$ cat config.mk
export PLATFORM = sky130hd
export DESIGN_NAME = mc_control_fsm
export DESIGN_NICKNAME = d
export VERILOG_FILES = /design/src/rtl/mc_pkg.sv /design/src/rtl/mc_opclass_decode.sv /design/src/rtl/mc_control_fsm.sv
export SDC_FILE = /design/constraint.sdc
export NUM_CORES = 1
export LEC_CHECK = 0
export BUFFER_PORTS_ARGS = -buffer_cell sky130_fd_sc_hd__clkbuf_2
export CORE_MARGIN = 3
export CORE_UTILIZATION = 44
export DETAILED_ROUTE_END_ITERATION = 7
export PLACE_DENSITY = 0.78
export SLEW_MARGIN = 20
export SYNTH_ARGS = -nofsm -noshare
export SYNTH_HDL_FRONTEND = slang
export SYNTH_SLANG_ARGS = --single-unit
$ cat constraint.sdc
create_clock -name clk -period 2.66 [get_ports clk]
set_input_delay 0.532 -clock clk [delete_from_list [all_inputs] [get_ports clk]]
set_output_delay 0.532 -clock clk [all_outputs]
set_load 0.01 [all_outputs]
$ cat src/rtl/mc_pkg.sv
// Shared encodings for the multi-cycle MIPS control FSM: states, opcode classes,
// opcode/funct values and the datapath select codes.
package mc_pkg;

    typedef enum logic [3:0] {
        S_IF         = 4'd0,
        S_ID         = 4'd1,
        S_EX_R       = 4'd2,
        S_EX_I       = 4'd3,
        S_EX_MEMADDR = 4'd4,
        S_EX_BR      = 4'd5,
        S_EX_J       = 4'd6,
        S_MEM_LD     = 4'd7,
        S_MEM_ST     = 4'd8,
        S_WB_R       = 4'd9,
        S_WB_I       = 4'd10,
        S_WB_LD      = 4'd11,
        S_HALT       = 4'd12
    } state_t;

    typedef enum logic [3:0] {
        C_R, C_IMM, C_MEM_LD, C_MEM_ST, C_BR_EQ, C_BR_NE, C_JUMP, C_HALT, C_ILLEGAL
    } opclass_t;

    localparam logic [5:0] OPC_RTYPE = 6'b000000;
    localparam logic [5:0] OPC_ADDI  = 6'b001000;
    localparam logic [5:0] OPC_ANDI  = 6'b001100;
    localparam logic [5:0] OPC_ORI   = 6'b001101;
    localparam logic [5:0] OPC_SLTI  = 6'b001010;
    localparam logic [5:0] OPC_LW    = 6'b100011;
    localparam logic [5:0] OPC_SW    = 6'b101011;
    localparam logic [5:0] OPC_BEQ   = 6'b000100;
    localparam logic [5:0] OPC_BNE   = 6'b000101;
    localparam logic [5:0] OPC_J     = 6'b000010;

    localparam logic [5:0] FN_ADD = 6'h20;
    localparam logic [5:0] FN_SUB = 6'h22;
    localparam logic [5:0] FN_AND = 6'h24;
    localparam logic [5:0] FN_OR  = 6'h25;
    localparam logic [5:0] FN_SLT = 6'h2A;

    localparam logic [2:0] ALU_ADD   = 3'd0;
    localparam logic [2:0] ALU_SUB   = 3'd1;
    localparam logic [2:0] ALU_FUNCT = 3'd2;
    localparam logic [2:0] ALU_AND   = 3'd3;
    localparam logic [2:0] ALU_OR    = 3'd4;
    localparam logic [2:0] ALU_SLT   = 3'd5;

    localparam logic [1:0] SRCB_B     = 2'd0;
    localparam logic [1:0] SRCB_FOUR  = 2'd1;
    localparam logic [1:0] SRCB_IMM   = 2'd2;
    localparam logic [1:0] SRCB_IMMSH = 2'd3;

    localparam logic [1:0] PCS_ALU    = 2'd0;
    localparam logic [1:0] PCS_ALUOUT = 2'd1;
    localparam logic [1:0] PCS_JUMP   = 2'd2;

endpackage

$ cat src/rtl/mc_opclass_decode.sv
// Combinational opcode classifier plus the ALU operation for I-type ALU instructions.
module mc_opclass_decode
    import mc_pkg::*;
#(
    parameter logic [5:0] OP_HALT = 6'b111111
) (
    input  logic [5:0] opcode,
    output opclass_t   opclass,
    output logic [2:0] imm_aluop
);

    always_comb begin
        opclass   = C_ILLEGAL;
        imm_aluop = ALU_ADD;
        case (opcode)
            OPC_RTYPE: opclass = C_R;
            OPC_ADDI:  opclass = C_IMM;
            OPC_ANDI:  begin opclass = C_IMM; imm_aluop = ALU_AND; end
            OPC_ORI:   begin opclass = C_IMM; imm_aluop = ALU_OR;  end
            OPC_SLTI:  begin opclass = C_IMM; imm_aluop = ALU_SLT; end
            OPC_LW:    opclass = C_MEM_LD;
            OPC_SW:    opclass = C_MEM_ST;
            OPC_BEQ:   opclass = C_BR_EQ;
            OPC_BNE:   opclass = C_BR_NE;
            OPC_J:     opclass = C_JUMP;
            OP_HALT:   opclass = C_HALT;
            default:   opclass = C_ILLEGAL;
        endcase
    end

endmodule

$ cat src/rtl/mc_control_fsm.sv
// Main control FSM of the multi-cycle MIPS datapath: sequences fetch, decode,
// execute, memory and write-back, stalling on the memory-ready handshake.
module mc_control_fsm
    import mc_pkg::*;
#(
    parameter logic [5:0] OP_HALT = 6'b111111
) (
    input  logic       clk,
    input  logic       rst_n,
    input  logic [5:0] opcode,
    input  logic [5:0] funct,
    input  logic       zero,
    input  logic       mem_ready,
    output logic       irwrite,
    output logic       pcwrite,
    output logic       memread,
    output logic       memwrite,
    output logic       regwrite,
    output logic       iord,
    output logic       regdst,
    output logic       memtoreg,
    output logic       alusrca,
    output logic [1:0] alusrcb,
    output logic [1:0] pcsource,
    output logic [2:0] aluop,
    output logic       illegal_op,
    output logic       halted,
    output logic [3:0] state
);

    state_t     state_r, state_nxt;
    opclass_t   opclass;
    logic [2:0] imm_aluop;
    logic       irw_c, pcw_c, mr_c, mw_c, rw_c, iord_c, rdst_c, mtr_c, srca_c, ill_c, halt_c;
    logic [1:0] srcb_c, pcs_c;
    logic [2:0] aluop_c;

    // funct is decoded by the ALU control, not here
    logic unused_funct;
    assign unused_funct = ^funct;

    mc_opclass_decode #(.OP_HALT(OP_HALT)) u_dec (
        .opcode    (opcode),
        .opclass   (opclass),
        .imm_aluop (imm_aluop)
    );

    always_ff @(posedge clk or negedge rst_n) begin
        if (!rst_n) state_r <= S_IF;
        else        state_r <= state_nxt;
    end

    always_comb begin
        state_nxt = state_r;
        irw_c = 1'b0; pcw_c = 1'b0; mr_c = 1'b0; mw_c = 1'b0; rw_c = 1'b0;
        iord_c = 1'b0; rdst_c = 1'b0; mtr_c = 1'b0; srca_c = 1'b0;
        ill_c = 1'b0; halt_c = 1'b0;
        srcb_c = SRCB_B; pcs_c = PCS_ALU; aluop_c = ALU_ADD;
        case (state_r)
            S_IF: begin
                mr_c   = 1'b1;
                srcb_c = SRCB_FOUR;
                if (mem_ready) begin
                    irw_c = 1'b1; pcw_c = 1'b1; state_nxt = S_ID;
                end
            end
            S_ID: begin
                srcb_c = SRCB_IMMSH;
                case (opclass)
                    C_R:                state_nxt = S_EX_R;
                    C_IMM:              state_nxt = S_EX_I;
                    C_MEM_LD, C_MEM_ST: state_nxt = S_EX_MEMADDR;
                    C_BR_EQ, C_BR_NE:   state_nxt = S_EX_BR;
                    C_JUMP:             state_nxt = S_EX_J;
                    C_HALT:             state_nxt = S_HALT;
                    default: begin ill_c = 1'b1; state_nxt = S_IF; end
                endcase
            end
            S_EX_R: begin
                srca_c = 1'b1; aluop_c = ALU_FUNCT; state_nxt = S_WB_R;
            end
            S_EX_I: begin
                srca_c = 1'b1; srcb_c = SRCB_IMM; aluop_c = imm_aluop; state_nxt = S_WB_I;
            end
            S_EX_MEMADDR: begin
                srca_c = 1'b1; srcb_c = SRCB_IMM;
                state_nxt = (opclass == C_MEM_ST) ? S_MEM_ST : S_MEM_LD;
            end
            S_EX_BR: begin
                srca_c = 1'b1; aluop_c = ALU_SUB; pcs_c = PCS_ALUOUT;
                pcw_c = (opclass == C_BR_NE) ? ~zero : zero;
                state_nxt = S_IF;
            end
            S_EX_J: begin
                pcs_c = PCS_JUMP; pcw_c = 1'b1; state_nxt = S_IF;
            end
            S_MEM_LD: begin
                mr_c = 1'b1; iord_c = 1'b1;
                if (mem_ready) state_nxt = S_WB_LD;
            end
            S_MEM_ST: begin
                mw_c = 1'b1; iord_c = 1'b1;
                if (mem_ready) state_nxt = S_IF;
            end
            S_WB_R:  begin rw_c = 1'b1; rdst_c = 1'b1; state_nxt = S_IF; end
            S_WB_I:  begin rw_c = 1'b1; state_nxt = S_IF; end
            S_WB_LD: begin rw_c = 1'b1; mtr_c = 1'b1; state_nxt = S_IF; end
            S_HALT:  halt_c = 1'b1;
            default: state_nxt = S_IF;
        endcase
    end

    // Outputs are squelched combinationally while reset is held so a fetch never leaks out
    assign irwrite    = rst_n & irw_c;
    assign pcwrite    = rst_n & pcw_c;
    assign memread    = rst_n & mr_c;
    assign memwrite   = rst_n & mw_c;
    assign regwrite   = rst_n & rw_c;
    assign iord       = rst_n & iord_c;
    assign regdst     = rst_n & rdst_c;
    assign memtoreg   = rst_n & mtr_c;
    assign alusrca    = rst_n & srca_c;
    assign alusrcb    = rst_n ? srcb_c : 2'd0;
    assign pcsource   = rst_n ? pcs_c : 2'd0;
    assign aluop      = rst_n ? aluop_c : 3'd0;
    assign illegal_op = rst_n & ill_c;
    assign halted     = rst_n & halt_c;
    assign state      = rst_n ? state_r : 4'd0;

endmodule

After elaboration in Yosys (flattened, before gate mapping)

Cells that the tools add are included.

Output and inout bits: 22
Register bits: 4
Input port bits: 16
Logic and storage cells: 88

Eq/ne operators: 32
Bitwise operators: 13
Reductions and logical operators: 13
Mux-type cells: 29

Operator list:

| operator                                             | count |
|---|---|
| case mux 4 bit (8 select lines)                      | 2 |
| equality test 4 x 3 -> 1 bit (second input constant) | 8 |
| equality test 6 x 4 -> 1 bit (second input constant) | 4 |
| case mux 4 bit (6 select lines)                      | 1 |
| equality test 4 bit (second input constant)          | 5 |
| 2-to-1 mux 4 bit                                     | 5 |
| equality test 6 bit (second input constant)          | 3 |
| case mux 3 bit (3 select lines)                      | 2 |
| equality test 4 x 2 -> 1 bit (second input constant) | 4 |
| 2-to-1 mux 1 bit                                     | 13 |
| equality test 6 x 3 -> 1 bit (second input constant) | 2 |
| AND 1 bit                                            | 11 |
| OR reduction 2 bit                                   | 5 |
| equality test 4 x 1 -> 1 bit (second input constant) | 2 |
| zero test 4 bit                                      | 2 |
| OR reduction 4 bit                                   | 2 |
| OR reduction 8 bit                                   | 1 |
| equality test 6 x 2 -> 1 bit (second input constant) | 1 |
| zero test 6 bit                                      | 1 |
| inequality test 2 bit (second input constant)        | 3 |
| case mux 2 bit (3 select lines)                      | 1 |
| 2-to-1 mux 2 bit                                     | 2 |
| case mux 2 bit (2 select lines)                      | 1 |
| AND reduction 4 bit                                  | 1 |
| other kinds (4)                                      | 5 |

Logic depth before layout (Yosys ltp)

Word-level depth: 8
Depth in mapped cells: 5
Mapped depth without buffers: 4

Hierarchy

Synthesis repeated with hierarchy kept, for this count alone.

Cell total of the unflattened synthesis: 135
Area total of the unflattened synthesis: 922.1 um^2

By module, submodules not included:

| module            | seq. area each (um^2) | cells each | area each (um^2) | times used |
|---|---|---|---|---|
| mc_control_fsm    | 100.1                 | 98         | 679.4            | 1 |
| mc_opclass_decode | 0.0                   | 37         | 242.7            | 1 |

Worst setup path before layout

OpenSTA, ideal clock, no wires.

Path type: input -> output
From: input port opcode[4]
To: output port pcwrite
Data arrival time: 1790 ps
Buffers on the path: 1
Stages on the path: 5
Setup slack: 338 ps
Data required time: 2128 ps
Cell sequence: buf_4 -> or4_4 -> or3_1 -> a21oi_1 -> o31a_2

Longest elaborated chain between the ends: 7
Elaborated cells on any way between the ends: 17
Classes of those cells: eq/ne (11); mux (3); bitwise (1); reduce/logical (2)

Ends and longest elaborated chain:

| element                             | line                    | source |
|---|---|---|
| start, declared                     | mc_control_fsm.sv:10    | `input logic [5:0] opcode,` |
| equality test 6 x 4 -> 1 bit        | mc_opclass_decode.sv:15 | `case (opcode)` |
| OR reduction 4 bit (no source line) | -                       |  |
| case mux 4 bit (8 select lines) (*) | mc_opclass_decode.sv:15 |  |
| equality test 4 x 3 -> 1 bit (*)    | mc_control_fsm.sv:91    | `pcw_c = (opclass == C_BR_NE) ? ~zero : zero;` |
| 2-to-1 mux 1 bit (*)                | mc_control_fsm.sv:91    |  |
| case mux 1 bit (3 select lines) (*) | mc_control_fsm.sv:59    | `case (state_r)` |
| AND 1 bit (*)                       | mc_control_fsm.sv:115   | `assign pcwrite = rst_n & pcw_c;` |
| end, declared                       | mc_control_fsm.sv:15    | `output logic pcwrite,` |

Mark *: on every way between the ends. The rest lies on a longest branch, timed or not.

Worst setup path after layout

From: input port opcode[3]
To: output port pcwrite

Same word-level chain as after synthesis.

==> impl_results.md <==
- Run status: complete, no violations
- Register area share after synthesis: 13.6%
- Post-synth top cells: 14 x nand2_1, 12 x nor2_1, 7 x inv_1, 7 x nand3_1, 6 x clkbuf_1
- Hold crit path type: in -> async
- WL final: 2100 um
- Reg2Reg Depth: 4
- Power per cell area: 742 nW/um2
- Clk sinks: 4
- Total Power: 0.669 mW
- GP Congestion: 0.920
- Vias: 970
- Global-route wire length before repair: 3400 um
- Avg Cell Area, Syn: 6.40 um2
- CP Launch Type: input port
- Synth async-reset ratio: 100%
- Max reg flops: 4
- Max-cap violations: 0
- Crit path time final: 2.45 ns
- Max_slew headroom: 61.3%
- Critical-path maximum fanout: 3
- Largest net degree at the start of global routing: 23
- NumNets Final: 160
- Post_cts resized: 0
- Finished Layout Cells: 158
- Worst-path clk slew: 0.04 ns
- DR vias/cell: 6.14
- Ant diodes: 0
- IO Count: 38
- Mapped Area: 736 um2
- Cts bufs inserted: 3
- Post-synth top area cell: dfrtp_1
- Syn Nets: 131
- Final ANT Viol Nets: 0
- Warnings from Yosys: 0
- All-Layer GR Usage: 21.0%
- DRC errors left: 0
- Total negative setup slack: 0 ns
- DRT Pass-1 Iters: 4
- Synth area leaders: dfrtp_1 14%, nand2_1 7.1%, nor2_1 6.1%
- Share of cells above drive strength 1: 31.7%
- Placed Area: 880 um2
- Critical path arrival: 1.91 ns
- Initial Util: 47.7%
- Clock skew: 0.000909 ns
- P_leak: 0.419 nW
- Setup crit end kind: output pin
- Synth unique cells: 44
- CTS root buf: clkbuf_4
- DRT iter0 DRCs: 42
- #FFs+latches synth: 4
- IO buf count: 31
- Post-CTS setup buffer count: 0
- Area delta synth->final: 22.6%
- Worst-Margin Slew: 0.581 ns
- Top cell type's share of synthesized area: 13.6%
- Most frequent cell after synthesis: nand2_1
- Maximum VDD drop: 421 uV
- Top Registers: state_r x4
- WS Path Type: in -> out
- Synthesized instance count: 115
- Die Area: 2200 um2
- Core box area: 1540 um2
- # rows: 14
- Maximum clock insertion buffer count: 2
- CP required: 2.13 ns
- Post-DP HPWL: 1610 um
- GR Overflow Total: 0
- Dpl cells: 155
- Number of flops mapped to enable cells by yosys: 0
- Chip width: 46.9 um
- Wirelength per Cell: 13.3 um
- Fin. max-slew vios: 0
- Die height: 46.9 um
- Post-synth top flop: dfrtp_1
- Hold WS: 0.151 ns
- # setup viols final: 0
- Pre-CTS WS: 0.225 ns
- Fmax: 0.409 GHz
- Clk_lat worst skew: 0.23 ns
- CTS tree: done
- RSZ-0062 raised after global routing: no
- Initial antenna violation count: 0
- Finished Core Util: 58.5%
- Final worst setup slack: 0.214 ns
- Top reg by flops: state_r
- Vias in the first global route: 831
- Hold-fix buffers, CTS: 0
- CTS HTree Levels: 1
- Final Hold Viols: 0
- Design Area, Final: 902 um2
- Fin crit share: 91.9%
-- cells by family (layout without fill, tap and decap cells) --
kind of cell           count (synthesis)  after routing  share of synthesized area [%]
AND/OR/NAND/NOR                       59             59                           41.3
buffers and inverters                 19             46                           12.9
AO/OA/AOI/OAI                         31             31                           29.8
flip-flops                             4              4                           13.6
XOR/XNOR                               2              2                           2.38
-- placed cells by master, fill, tap and decap left out, types with 3 or more instances in the layout --
cell type	netlist	final
buf_4	1	5
nor3_1	5	5
o21ai_0	5	5
a21oi_1	5	5
nand3_1	7	7
clkbuf_4	0	3
nor2_1	12	12
nand2_1	14	14
dfrtp_1	4	4
clkbuf_2	1	31
and2_1	3	3
a31oi_1	3	3
nand2b_1	4	4
inv_1	7	7
-- cell type report --
| cell class | instances | area [um2] |
|---|---|---|
| tap | 16 | 20.0 |
| sequential | 4 | 100 |
| multi-input combinational | 92 | 541 |
| clock buffer | 3 | 22.5 |
| inverter | 7 | 26.3 |
| fill | 167 | 639 |
| timing repair buffer | 36 | 193 |
-- metal layers --
metal  wire, um  vias up  share of wire, %  track usage (%)
li1           -      473                 -                -
met1        849      441                40             24.0
met2       1040       51                50             37.1
met3        179        5               8.5             3.45
met4         29        0               1.4             10.5
met5          0        -                 0                0
-- power breakdown --
group / leakage (nW) / internal (mW) / total (mW) / switching (mW)
sequential: 0.0534 / 0.0839 / 0.168 / 0.0841
combinational: 0.352 / 0.184 / 0.426 / 0.242
clock: 0.0138 / 0.0504 / 0.0749 / 0.0245
-- critical path, stage by stage --
cell	delay, ns
clkbuf_2	0.09
or4_4	0.55
or3_1	0.33
a21oi_1	0.15
o31a_2	0.15
clkbuf_2	0.12
-- path summary, 6_finish.rpt --
check                      slack, ns        from    endpoint
min                             0.15       rst_n  state_r[1]
max in group asynchronous       2.32       rst_n  state_r[0]
min reg2reg                     0.65  state_r[3]  state_r[1]
max                             0.21   opcode[3]     pcwrite
min in group clk                0.65  state_r[3]  state_r[1]
max reg2reg                     1.11  state_r[2]  state_r[0]
(Power assumes the default switching activity.)
